<file path="config.mk">
export PLATFORM = sky130hd
export DESIGN_NAME = pipe_stage_reg
export DESIGN_NICKNAME = d
export VERILOG_FILES = /design/src/rtl/pipe_stage_reg.sv
export SDC_FILE = /design/constraint.sdc
export NUM_CORES = 1
export LEC_CHECK = 0
export BUFFER_PORTS_ARGS = -buffer_cell sky130_fd_sc_hd__buf_2
export CORE_UTILIZATION = 55
export DETAILED_ROUTE_END_ITERATION = 16
export PLACE_DENSITY_LB_ADDON = 0.1
export SKIP_LAST_GASP = 1
export SLEW_MARGIN = 20
export SYNTH_ARGS = -nofsm -noshare
export SYNTH_HDL_FRONTEND = slang
export SYNTH_SLANG_ARGS = --single-unit
export TNS_END_PERCENT = 50
</file>
<file path="constraint.sdc">
create_clock -name clk -period 7.55 [get_ports clk]
set_input_delay 0.755 -clock clk [delete_from_list [all_inputs] [get_ports clk]]
set_output_delay 0.755 -clock clk [all_outputs]
set_load 0.01 [all_outputs]
</file>
<file path="src/rtl/pipe_stage_reg.sv">
// Pipeline stage register with valid/ready handshake, flush-to-bubble and an
// optional two-entry skid buffer that registers the upstream ready path.
module pipe_stage_reg #(
    parameter int unsigned      WIDTH      = 96,
    parameter logic [WIDTH-1:0] BUBBLE_VAL = '0,
    parameter bit               SKID       = 1'b1,
    parameter int unsigned      CNT_W      = 16
) (
    input  logic             clk,
    input  logic             rst,
    input  logic             in_valid,
    output logic             in_ready,
    input  logic [WIDTH-1:0] in_data,
    input  logic             flush,
    output logic             out_valid,
    input  logic             out_ready,
    output logic [WIDTH-1:0] out_data,
    output logic [CNT_W-1:0] stall_cnt
);

    typedef enum logic [1:0] {StEmpty, StFull, StSkid} state_e;

    state_e           r_state;
    state_e           w_state_d;
    logic [WIDTH-1:0] r_main_data;
    logic [WIDTH-1:0] w_main_data_d;
    logic [WIDTH-1:0] r_skid_data;
    logic [WIDTH-1:0] w_skid_data_d;
    logic [CNT_W-1:0] r_stall_cnt;
    logic             w_accept;
    logic             w_deliver;

    assign w_accept  = in_valid && in_ready;
    assign w_deliver = out_valid && out_ready;

    always_ff @(posedge clk or posedge rst) begin
        if (rst) begin
            r_state     <= StEmpty;
            r_main_data <= BUBBLE_VAL;
            r_skid_data <= BUBBLE_VAL;
        end else begin
            r_state     <= w_state_d;
            r_main_data <= w_main_data_d;
            r_skid_data <= w_skid_data_d;
        end
    end

    // Flush wins over any same-cycle accept or deliver.
    always_comb begin
        w_state_d = r_state;
        case (r_state)
            StEmpty: if (w_accept) w_state_d = StFull;
            StFull: begin
                if (w_accept && !w_deliver) w_state_d = StSkid;
                else if (!w_accept && w_deliver) w_state_d = StEmpty;
            end
            StSkid:  if (w_deliver) w_state_d = StFull;
            default: w_state_d = StEmpty;
        endcase
        if (flush) w_state_d = StEmpty;
    end

    always_comb begin
        w_main_data_d = r_main_data;
        w_skid_data_d = r_skid_data;
        if (flush) begin
            w_main_data_d = BUBBLE_VAL;
        end else begin
            case (r_state)
                StEmpty: if (w_accept) w_main_data_d = in_data;
                StFull: begin
                    if (w_accept && w_deliver) w_main_data_d = in_data;
                    else if (w_accept) w_skid_data_d = in_data;
                    else if (w_deliver) w_main_data_d = BUBBLE_VAL;
                end
                StSkid:  if (w_deliver) w_main_data_d = r_skid_data;
                default: w_main_data_d = BUBBLE_VAL;
            endcase
        end
    end

    always_comb begin
        out_valid = (r_state != StEmpty);
        out_data  = out_valid ? r_main_data : BUBBLE_VAL;
        stall_cnt = r_stall_cnt;
    end

    generate
        if (SKID) begin : g_skid
            logic r_in_ready;
            // Registered ready: depends only on next state, never on out_ready directly.
            always_ff @(posedge clk or posedge rst) begin
                if (rst) r_in_ready <= 1'b1;
                else     r_in_ready <= (w_state_d != StSkid);
            end
            assign in_ready = r_in_ready;
        end else begin : g_noskid
            assign in_ready = !out_valid || out_ready;
        end
    endgenerate

    always_ff @(posedge clk or posedge rst) begin
        if (rst) begin
            r_stall_cnt <= '0;
        end else if (out_valid && !out_ready && (r_stall_cnt != {CNT_W{1'b1}})) begin
            r_stall_cnt <= r_stall_cnt + {{(CNT_W-1){1'b0}}, 1'b1};
        end
    end

endmodule

</file>
# ---- Word-level counts from Yosys, hierarchy flattened
# Cells that the tools add are included.
dict set report word_totals {
  regBits 211
  latchBits 0
  ram_bits 0
  mem_bits_ro 0
  word_cells 44
  n_memories 0
}
dict set report op_classes {
  add_sub_neg 1
  multipliers 0
  n_div 0
  order_cmp 0
  eq_ne 8
  shifts 0
  mux 14
  bitwise 2
  reduce_logical 14
}
# op n
set op_table {}
lappend op_table {{$mux 96} 7}
lappend op_table {{$pmux 96 s3} 1}
lappend op_table {{$add 16x1->16 const B} 1}
lappend op_table {{$ne 16x16->1 const B} 1}
lappend op_table {{$mux 2} 5}
lappend op_table {{$ne 4x4->1 const B} 2}
lappend op_table {{$reduce_and 4->1} 2}
lappend op_table {{$logic_and 1x1->1} 7}
lappend op_table {{$ne 3x3->1 const B} 2}
lappend op_table {{$pmux 2 s3} 1}
lappend op_table {{$logic_not 1->1} 3}
lappend op_table {{$eq 2x1->1 const B} 1}
lappend op_table {{$eq 2x2->1 const B} 1}
lappend op_table {{$logic_not 2->1} 1}
lappend op_table {{$ne 2x2->1 const B} 1}
lappend op_table {{$not 1->1} 2}
lappend op_table {{$reduce_bool 2->1} 1}

# ---- Longest topological paths before layout
# Gate-level depths: netlist of the first run.
dict set report depth {
  word_depth 8
  ltp_mapped 9
  depth_no_buf 5
}

# ---- Worst setup path before layout of the first run
# OpenSTA, ideal clock, no wires.
dict set report synth_timing {
  path_kind {register to output}
  start {reg r_state[1]}
  end {out out_data[56]}
  t_arrival_ns 1.276
  required_ns 6.795
  path_slack_ns 5.519
  stages_incl_launch_ff 7
  n_path_buf 3
  path_cell_list {dfrtp_1 -> buf_4 -> nor2_1 -> inv_1 -> clkbuf_1 -> clkbuf_1 -> and2_1}
}
dict set report synth_via {
  elab_chain_len 2
}
# item line
set synth_rtl {}
lappend synth_rtl {{start: declaration} 23} ;# state_e r_state;
lappend synth_rtl {{start signal: assignment} 38} ;# r_state <= StEmpty;
lappend synth_rtl {{start signal: assignment} 42} ;# r_state <= w_state_d;
lappend synth_rtl {{$reduce_bool 2->1} 83} ;# out_valid = (r_state != StEmpty);
lappend synth_rtl {{$mux 96} 84} ;# out_data = out_valid ? r_main_data : BUBBLE_VAL;
lappend synth_rtl {{end: declaration} 17} ;# output logic [WIDTH-1:0] out_data,
# No other way between the ends.

# ---- Final worst setup path of the first run
dict set report layout_timing {
  start {reg r_state[0]}
  end {out out_data[2]}
}
# The elaborated chain is that of the path after synthesis.

==> results.txt, run 1 <==
Data on the critical path is required at its endpoint by 6.80 ns. The min-delay analysis places its worst path in the category in -> async. The floorplan has 48 rows. The tools report the critical path data arrival time as 2.62 ns. TritonCTS built the clock tree. The net count after synthesis was 845; the number of gates resized after CTS was 0. The fraction of power consumed by sequential logic was 0.486. The sort of element at the end of the critical path is an output port.

The flip-flop and latch count after synthesis is 211. The count of hold-fix buffers inserted at cts was 0; the final estimated routing congestion in global placement was 0.847. Dividing the detail-routed via count by the number of cells gives 6.02. The via count of the first global-routing pass came out at 7340. After clock tree synthesis, the clock-pin slew on the worst setup and hold paths is 0.06 ns. The first routing iteration left 430 violations. The run gives 0.345 as the fraction of power consumed by the clock network. The tools report the proportion of synthesized chip area in sequential cells as 0.536. The clock latency of the later-clocked register in the worst-skew pair is 0.49 ns.

The launching element of the worst setup path is r_state[0]. The tools report the final hold slack as 0.411 ns. The critical path goes through nor2_1 > inv_2 > buf_4 > and2_1 > buf_2.

The proportion of power drawn by combinational gates is 0.170. The cell count after synthesis came out at 743. The share of flip-flops with an asynchronous set or reset after synthesis is 1.00, and the starting density of the core is 0.566.

The H-tree depth was 1. For the finished layout, the period the worst path requires is 3.38 ns. The library cell occupying the most area in the post-synthesis netlist is dfrtp_1.

Setup repair after global routing left no endpoint under its margin. Relative to the synthesized area, the layout overhead comes to 18.5%. The die is 136 um tall. Among all flip-flop cells after synthesis, the most frequent one is dfrtp_1.

For this block, the routed nets add up to 23.8 mm of wire. Summed over all nets, the switching power comes to 0.814 mW. The run gives 1323 as the count of fill cells added during filler insertion.

For this run, the number of Yosys warnings is 0. In this run, distinct cell masters in the synthesized netlist total 41. On the worst path, the slowest cell contributes a delay of 0.55 ns. The HPWL reported at the end of detailed placement was 14.5 mm. The wire length per cell is 20.4 um, and the fraction of the cycle the final worst path needs is 0.447. Share of the core filled with cells in the final layout: 0.671. VDD sags by at most 0.190 mV. Counting both buffers and inverters, the worst setup path holds a total of 3.

Based on the critical path, the design can be clocked at up to 296 MHz. On the final layout, the worst clock skew is 0.00942 ns. The run gives 0 as the final-report setup violation count. Along the worst path, the maximum fanout reaches 54. The max-cap check violation count was 0. The floorplan step set the die width to 136 um.

Summing over every cut layer, the via total after detailed routing is 7017. The actual transition at the worst max-transition pin was 0.911 ns; the total power was 3.05 mW. Summed over all layers, the global routing overflow is 0. Once detail routing completed, the nets flagged for antenna violations numbered 0. For this design the ratio of total power to cell area is 261 nW/um2. The number of synthesized flops with an enable pin came out at 0. Counting the buffers created by CTS gives 23.

The switching part of the total is 0.267, and the average footprint of a synthesized cell is 13.3 um2. The dominant delay contributor by cell family on the critical path is buffers and inverters. After the last flow step, the layout net total stands at 1027. The tools report the worst slew margin relative to its limit as 0.392. The root buffer cell is clkbuf_16. 215 I/O pins were placed. The port buffer count was 214.

The aggregate global-route resource usage is 0.255, and the register-to-register setup slack is 4.50 ns. The die covers 18500 um2. Cell internal power was estimated by the tool at 2.24 mW.

The tree built by TritonCTS fans out to 211 sinks. After detailed routing, the number of remaining DRC violations is 0. Yosys attributes the largest share of cell area to dfrtp_1 53%, a22oi_1 7.3%, mux2_2 6.5%.

The buffers inserted during post-CTS setup optimization was 0; the post-synthesis instance area was 9850 um2. The slowest stage of the critical path is the buf_4 cell. The tools report the number of antenna violations at the first check in global routing as 2. The cell leakage power was 5.86 nW; the total count of max-transition violations in the final report was 0. Before antenna repair, the detailed router went through 4 iterations. The nature of the critical path startpoint is a flop. Top cell type's share of synthesized area: 0.533. The maximum number of pins on one net before global-route repair is 128. The flow ran to the end, and the final reports show no timing, DRC or antenna violations.

The hold violation total from the final report came out at 0. Critical path class: reg -> out. The layout cell share with drive strength beyond 1 came out at 0.432. The first global-routing pass estimated 37.4 mm of wire. The total area inside the core boundary comes to 17400 um2. The run gives 3 as the maximum clock insertion buffer count.

Adding up every negative setup slack in the final design gives 0 ns. The startpoint of the worst register-to-register path is r_state[1].
==> power groups by stage <==
stage / Clock, mW / Combinational, mW / Sequential [mW]
finish: 1.05 / 0.518 / 1.48
global route: 1.11 / 0.566 / 1.50
CTS: 1.07 / 0.524 / 1.48
detailed placement: 0 / 0.519 / 1.49
global placement: 0 / 0.495 / 1.48
floorplan: 0 / 0.387 / 1.46
==> cells by family after synthesis <==
logic type      share of synthesized area
simple gates                       0.0893
buf+inv                            0.0427
xor+xnor                           0.0124
fa+ha+maj                         0.00127
flops                               0.536
mux                                 0.126
compound gates                      0.192
==> worst reg2reg max path, stage by stage, from the launching register on <==
cell and delay (ns):
dfrtp_1 0.53, nor2b_4 0.57, nand2b_1 0.19, a21oi_4 0.17, buf_4 0.48, buf_4 0.77
o2bb2ai_1 0.25
==> routing by layer <==
metal / global-route usage / up-vias / part of all wire
li1: - / 3120 / -
met1: 0.335 / 3599 / 0.42
met2: 0.430 / 252 / 0.49
met3: 0.0462 / 46 / 0.068
met4: 0.0796 / 0 / 0.024
met5: 0 / - / 0
==> cells in the mapped netlist (7+ instances only) <==
cell	n
o2bb2ai_1	56
nand3_1	7
clkbuf_1	28
a22oi_1	96
mux2_4	40
dfrtp_1	210
mux2_2	57
o2bb2ai_2	40
buf_6	15
xor2_1	11
nand2_1	8
and2_1	96
buf_2	18
nand4_1	7
==> registers in the layout, summed over array words and instances, names as in the netlist <==
register     count
r_skid_data     96
in_ready         1
stall_cnt       16
r_state          2
r_main_data     96
==> final timing paths <==
| path | endpoint | cells after the start |
|---|---|---|
| max in group asynchronous | r_main_data[45] | 3 |
| min in group clk | r_main_data[20] | 1 |
| setup reg to reg | r_main_data[20] | 6 |
| hold reg to reg | r_main_data[20] | 1 |
| hold / removal | r_skid_data[25] | 2 |
| setup / recovery | out_data[2] | 5 |
==> layout by cell type, fill, tap and decap left out, drive strengths merged, types with 3 or more instances in the layout <==
cell | Yosys | layout
nand2 | 8 | 8
nor4 | 6 | 6
buf | 39 | 224
nor3 | 6 | 6
o21ai | 3 | 3
nor2 | 6 | 6
clkbuf | 28 | 36
a22oi | 96 | 96
dfrtp | 210 | 210
inv | 4 | 4
and2 | 96 | 96
o2bb2ai | 96 | 96
mux2 | 97 | 97
a21oi | 3 | 3
nand4 | 7 | 7
xnor2 | 3 | 3
nand3 | 7 | 7
xor2 | 11 | 11
nor2b | 3 | 3
==> stage by stage <==
step / worst slack [ns] / std cells / instance area [um2]
CTS: 4.03 / 1163 / 11600
global placement: 4.17 / 1123 / 10900
global route: 3.96 / 1164 / 11700
floorplan: 1.03 / 743 / 9850
finish: 4.17 / 1166 / 11700
detailed placement: 4.06 / 1124 / 10900
==> area by class of cell <==
cell class              count  area [um2]  area share
repair buffers            224        1190       0.102
inverters                   4        22.5     0.00193
clock buffers              36         684      0.0586
flip-flops and latches    211        5280       0.452
multi-input cells         461        4200       0.359
clock inverters             3        17.5     0.00150
diodes                      2        5.00    0.000428
well taps                 225         282      0.0241
(Power assumes the default switching activity.)
==> inputs of run 2 (changes only) <==
- ABC_AREA: not set -> 1
- CORE_UTILIZATION: 55 -> 50
- clock period: 7.55 -> 3.1 ns (I/O delays scaled with it)
==> run 2 against run 1 <==
Global-route usage down 2.1 points. Critical path depth is the same. Flip-flop and latch count is the same. Power increased to 2.5 times the previous value. Design area increased by 3.7%. Hold slack worse by 0.46 ns. Highest routed layer is now met5. The flow now finishes with violations (hold timing). Largest power group unchanged. Via count is 26% higher. Critical endpoint is now out_data[86].
==> results.txt, run 2 <==
For the total power, the log shows 7.64 mW. Leaving out fill and tap cells, the most frequent cells in the layout are 553 x nand2_1, 214 x buf_2, 211 x inv_1. Setup repair after global routing left no endpoint under its margin.

Walking the worst path, the cells encountered are nor2_4 > buf_4 > buf_4 > nor2_1 > buf_2. The tools report the count of hold-fix buffers inserted at cts as 0. The count of nets left with antenna violations once routing finished came out at 0.

Peak fanout along the critical path: 53. Synthesis produced a netlist with a net count of 1505. The die is 144 um tall. At the worst endpoint, the required time is 2.79 ns. The root buffer cell was clkbuf_16. The count of fill cells added during filler insertion was 1850.

In this run, synthesis produced a sequential element count of 211. For the hold violation total from the final report, the log shows 11. The tools report the final hold slack as -0.0476 ns.

The clock sink count is 211, and the die outline area is 20900 um2. The first detailed-routing pass ran for 5 iterations. The HPWL reported at the end of detailed placement is 14.7 mm, and the clock-pin slew on the worst setup and hold paths is 0.07 ns. The logs give 0 for the yosys synthesis warning count and 0.483 for the fraction of power consumed by sequential logic.

The number of DRC markers in iteration 0 is 495. The switching part of the total works out to 0.299. In this run the worst setup path begins at r_state[0]. After synthesis, the netlist uses 25 different library cells.

The proportion of synthesized chip area in sequential cells is 0.521, and the maximum cell stage delay along the critical path is 0.56 ns. The layout cell share with drive strength beyond 1 works out to 0.170. The commonest non-fill, non-tap cell in the layout is nand2_1.

The critical path class is reg -> out. Maximum clock insertion buffer count: 3. The wire length per cell was 13.0 um; the shortest clock period the worst path allows after layout was 2.67 ns. TritonCTS built the clock tree.

For the pin with the worst max-slew slack, the measured transition is 1.09 ns. The detailed-route vias per instance works out to 4.74. The tools report the total non-filler cell area in the finished layout as 12100 um2.

The most frequently used cell type in the post-synthesis netlist was nand2_1. The number of gates resized after CTS was 0. The proportion of power drawn by combinational gates was 0.176. The most numerous cell type found on the critical path is buf_4. Of all cell types, the one taking the most synthesized area is dfrtp_1. In this run the critical register-to-register path is launched from r_state[0]. For the max-cap check violation count, the log shows 0. Residual overflow from global routing: 0. The share of flip-flops with an asynchronous set or reset after synthesis is 1.00, and the summed negative setup slack over all endpoints is 0 ns. In this run the worst setup path terminates at out_data[86]. The slowest library cell on the worst path was buf_4. For the highest clock frequency the design can meet, the log shows 375 MHz. The checks that failed: hold timing.

The tools report the nature of the critical path startpoint as a flop. After detailed routing, the number of remaining DRC violations is 0. Port buffering added 214 buffers. The tools report the buffers inserted during post-CTS setup optimization as 0. Synthesis produced a netlist whose cell count is 1403. Sorting the synthesized cells by how often they occur yields 553 x nand2_1, 212 x inv_1, 210 x dfrtp_1, 167 x o21ai_0, 117 x nor2_1. The critical path data arrival time was 2.36 ns; the number of nets in the layout was 1682. The net switching component of the power was 2.29 mW; the wire length of the first global-routing pass was 39.0 mm. The share of the core filled with cells in the final layout is 0.616, and the power density over cell area is 631 nW/um2.

The total wirelength of the detailed-routed design was 24.1 mm; the via count of the first global-routing pass was 7849. Path category of the worst min-delay check: in -> async. The final-report setup violation count was 0. Once placement finished, the instance area stood at 11400 um2.

The critical path buffer and inverter count was 3. The total count of max-transition violations in the final report was 0. The top cell type's share of synthesized area is 0.518.

The fraction of power consumed by the clock network was 0.341. In this run the static leakage power is 6.67 nW. IR analysis of the VDD net gives a maximum drop of 0.452 mV. Dominant delay contributor by cell family on the critical path: buffers and inverters. The detailed router placed 8818 vias in this run. For the worst flop-to-flop path, the logic depth is 7. The worst slew margin relative to its limit was 0.271; the fraction of the cycle the final worst path needs was 0.861.

The number of antenna violations at the first check in global routing came out at 1. The number of synthesized flops with an enable pin is 0. Starting density of the core: 0.516. Routability-driven placement finished with a final weighted congestion of 0.798. The logs give 0 for the antenna diode count and 111 for the maximum number of pins on one net before global-route repair. The flow ran to the end, but the final reports show violations. The H-tree depth is 1, and the post-synthesis instance area is 10100 um2. Setup slack on the worst reg-to-reg path comes out at 0.87 ns. In the synthesized netlist the dominant register cell turns out to be dfrtp_1. The tools report the endpoint of the most critical register-to-register path as r_main_data[94]. After floorplanning, the core was divided into 51 placement rows.

The sort of element at the end of the critical path was an output port. The clock latency of the later-clocked register in the worst-skew pair was 0.50 ns. Buffers inserted during clock tree synthesis total 23. The run gives 215 as the I/O pin total. The average footprint of a synthesized cell was 7.23 um2.

Core area: 19700 um2. Ranked by total cell area, the synthesized netlist is headed by dfrtp_1 52%, nand2_1 20%, o21ai_0 8.2%. The width of the die is 144 um, and the critical path depth is 5.

Relative to the synthesized area, the layout overhead comes to 19.4%. The tools report the internal power summed over all cells as 5.35 mW. The aggregate global-route resource usage was 0.234; the final worst clock skew was 0.00822 ns.
## run 2: final cells by class
cell class,instances,area (um2),share of cell area
Tap cell,265,332,0.0274
Clock buffer,33,643,0.0531
Clock inverter,8,67.6,0.00558
Inverter,214,808,0.0667
Multi-Input combinational cell,904,3770,0.311
Sequential cell,211,5280,0.436
Timing Repair Buffer,226,1210,0.100
## run 2: power groups by stage
stage / logic, mW / clock network (mW) / registers [mW]
floorplan: 0.932 / 0 / 3.67
global placement: 1.33 / 0 / 3.70
detailed placement: 1.36 / 0 / 3.72
CTS: 1.36 / 2.66 / 3.68
global route: 1.57 / 2.79 / 3.76
finish: 1.34 / 2.60 / 3.69
## run 2: logic make-up after synthesis
kind of cell	count (synthesis)	synth area share
AOI/OAI and AO/OA	210	0.105
buffers and inverters	288	0.110
adders and majority gates	1	0.00123
and+or+nand+nor	688	0.259
xor gates and xnor gates	5	0.00432
DFF	211	0.521
## run 2: metal layers
metal	track usage	part of all wire	routed length, um
met5	0	0.00041	10
met4	0.0571	0.018	444
met3	0.0387	0.061	1480
met2	0.359	0.45	10800
met1	0.345	0.47	11400
## run 2: worst reg2reg max path, cell delays in order, from the launching register on
cell and delay, ns:
dfrtp_1 0.44, nor2_4 0.12, buf_4 0.45, nand3_1 0.25, o21ai_4 0.12, buf_4 0.52
nand2_1 0.16, nand2_1 0.10
## run 2: worst min-delay path by stage
stage	start	end	slack, ns	depth (start not counted)
after floorplan	r_main_data[0]	r_main_data[0]	0.45	2
after global placement	r_main_data[13]	r_main_data[13]	0.46	2
after detailed placement	r_main_data[51]	r_main_data[51]	0.46	2
after CTS	rst	stall_cnt[7]	0.02	3
after global routing	rst	stall_cnt[11]	0.05	3
final	rst	stall_cnt[7]	-0.05	3
## run 2: stage by stage
stage / setup WS, ns / cells
after floorplan: 0.0486 / 1403
after global placement: 0.865 / 1820
after detailed placement: 0.817 / 1820
after CTS: 0.396 / 1861
after global routing: 0.262 / 1861
final: 0.430 / 1861
==> inputs of run 3 (changes only) <==
- RECOVER_POWER: not set -> 25
==> run 3 against run 2 <==
The run ends with capacitance limit, slew limit left. Routed wire length is essentially flat. Critical path depth is the same. Final cell count is the same. Combinational power is essentially flat. Sequential share of layout area grew 0.12 points. Clock-buffer cell count is the same. Maximum frequency shrank 0.31%. Hold slack gained 0.12 ns. Critical path type unchanged. Critical endpoint unchanged.
==> results.txt, run 3 (synthesis results as in run 2) <==
The flow ran to the end, but the final reports show violations. The final reports fail on capacitance limit, slew limit. The design draws 7.63 mW. The logs give 0 for the hold violation total from the final report and 373 MHz for the highest clock frequency the design can meet. Buffers inserted during clock tree synthesis total 23. The min-delay analysis places its worst path in the category in -> reg. After clock tree synthesis, the repair step resized 0 gates.

The first global-routing pass estimated 39.0 mm of wire. STA classifies the critical path endpoint as an output port. The count of hold-fix buffers inserted at cts came out at 0. Via count of the first global-routing pass: 7849. Setup repair after global routing left no endpoint under its margin.

Max-cap violations in this run came to 2. For the worst-skew pair, the clock arrives at the later sink with an insertion delay of 0.50 ns. After detailed routing, the number of remaining DRC violations is 0. After clock tree synthesis, the clock-pin slew on the worst setup and hold paths is 0.07 ns. On the final layout, the worst clock skew is 0.0105 ns.

The die covers 20900 um2. Leaving out fill and tap cells, the most frequent cell in the layout is nand2_1. The shortest clock period the worst path allows after layout came out at 2.68 ns. Internal power comes to 5.34 mW.

The tools report the worst slew margin relative to its limit as -0.684. For the I/O pin total, the log shows 215. The switching part of the total is 0.300.

Power spread over the standard cell area amounts to 632 nW/um2. For this run, the detailed router's first-pass iteration total came to 5. Relative to the synthesized area, the layout overhead comes to 19.1%. The aggregate global-route resource usage was 0.234; the area of all sequential standard cells was 5280 um2. The tools report the H-tree depth as 1. For the residual overflow from global routing, the log shows 0.

The wire length per cell is 12.9 um, and the actual transition at the worst max-transition pin is 2.53 ns. In the layout the commonest cells are 553 x nand2_1, 215 x buf_2, 211 x inv_1. Buffers added to address setup during post-CTS repair amount to 0. The proportion of power drawn by combinational gates was 0.175; the placement row count was 51. Fraction of the cycle the final worst path needs: 0.864. The worst setup path is launched from a flop. The core region is 19700 um2.

Multi-input combinational cell area: 3770 um2. The fraction of power consumed by sequential logic is 0.484. By startpoint and endpoint, the worst setup path is classified as reg -> out. Using the TritonRoute via totals, the vias-per-cell ratio works out to 4.75. The repair_antennas step left the layout with diodes totalling 0. The maximum number of pins on one net before global-route repair is 111. Fill cells in the final layout number 1855.

Of all nets on the critical path, the largest fanout is 53. The highest ir drop seen on vdd is 0.450 mV. For the total count of max-transition violations in the final report, the log shows 213.

The number of antenna violations at the first check in global routing was 1; the cell leakage power was 6.66 nW. TritonCTS built the clock tree. Floorplan die height: 144 um. The logs give 0 for the final-report setup violation count and 8834 for the total via count after detailed routing. The tools report the critical path data required time as 2.79 ns. Summed over all nets, the switching power comes to 2.29 mW. The critical path data arrival time came out at 2.37 ns. After the first detailed-routing iteration, the DRC count stood at 516. Clock sink count: 211. For the total wirelength of the detailed-routed design, the log shows 24.1 mm.

The port buffer count came out at 214. The root buffer cell was clkbuf_16. The HPWL after detailed placement is 14.7 mm.

The logs give 1682 for the number of nets in the layout and 3 for the maximum clock insertion buffer count. The run gives 0.89 ns as the register-to-register setup slack. The final estimated routing congestion in global placement was 0.798.

The layout cell share with drive strength beyond 1 was 0.170; the remaining number of nets flagged by the antenna check after routing was 0. Setup total negative slack on the finished layout was measured at 0 ns. The width of the die is 144 um.

The logs give 0.516 for the starting density of the core and 0.341 for the fraction of power consumed by the clock network.
## run 3: cell types whose count changed in the layout (fill, tap and decap cells not counted)
cell / delta
buf_12: -2
clkinvlp_4: -1
clkbuf_2: +1
buf_2: +1
clkinvlp_2: +1
## run 3: per-layer routing
layer | up-vias | track usage | share of wire
li1 | 4546 | - | -
met1 | 4007 | 0.345 | 0.48
met2 | 244 | 0.359 | 0.44
met3 | 35 | 0.0387 | 0.060
met4 | 2 | 0.0571 | 0.018
met5 | - | 0 | 0.00042
## run 3: final timing paths
kind / to / cells past startpoint / start
setup / recovery: out_data[86] / 5 / r_state[0]
hold / removal: r_skid_data[48] / 3 / in_data[48]
setup reg to reg: r_main_data[94] / 7 / r_state[0]
hold reg to reg: r_main_data[66] / 2 / r_main_data[66]
max in group asynchronous: r_skid_data[52] / 3 / rst
min in group asynchronous: stall_cnt[7] / 3 / rst
## run 3: power groups by stage
stage	Clock (mW)	Sequential [mW]	Combinational, mW
4_1_cts	2.66	3.68	1.36
5_1_grt	2.79	3.77	1.56
3_5_place_dp	0	3.72	1.36
6_report	2.60	3.69	1.34
3_3_place_gp	0	3.70	1.33
2_1_floorplan	0	3.67	0.932
## run 3: final cells by class
class	count	area share
Timing Repair Buffer	226	0.0978
Tap cell	265	0.0275
Multi-Input combinational cell	904	0.312
Sequential cell	211	0.437
Inverter	214	0.0667
Clock inverter	8	0.00559
Clock buffer	33	0.0532
## run 3: worst max-delay path, stage by stage (launching register included)
cell and delay [ns]:
dfrtp_1 0.44, nor2_4 0.12, buf_4 0.46, buf_4 0.56, nor2_1 0.11, buf_2 0.16
## run 3: per-stage QoR
| step | utilization | area, um2 | worst slack, ns | cells | hold WS, ns |
|---|---|---|---|---|---|
| 6_report | 0.615 | 12100 | 0.421 | 1861 | 0.0688 |
| 5_1_grt | 0.615 | 12100 | 0.262 | 1861 | 0.0731 |
| 4_1_cts | 0.616 | 12100 | 0.396 | 1861 | 0.0234 |
| 3_5_place_dp | 0.580 | 11400 | 0.817 | 1820 | 0.465 |
| 3_3_place_gp | 0.580 | 11400 | 0.865 | 1820 | 0.462 |
| 2_1_floorplan | - | 10100 | 0.0486 | 1403 | 0.449 |
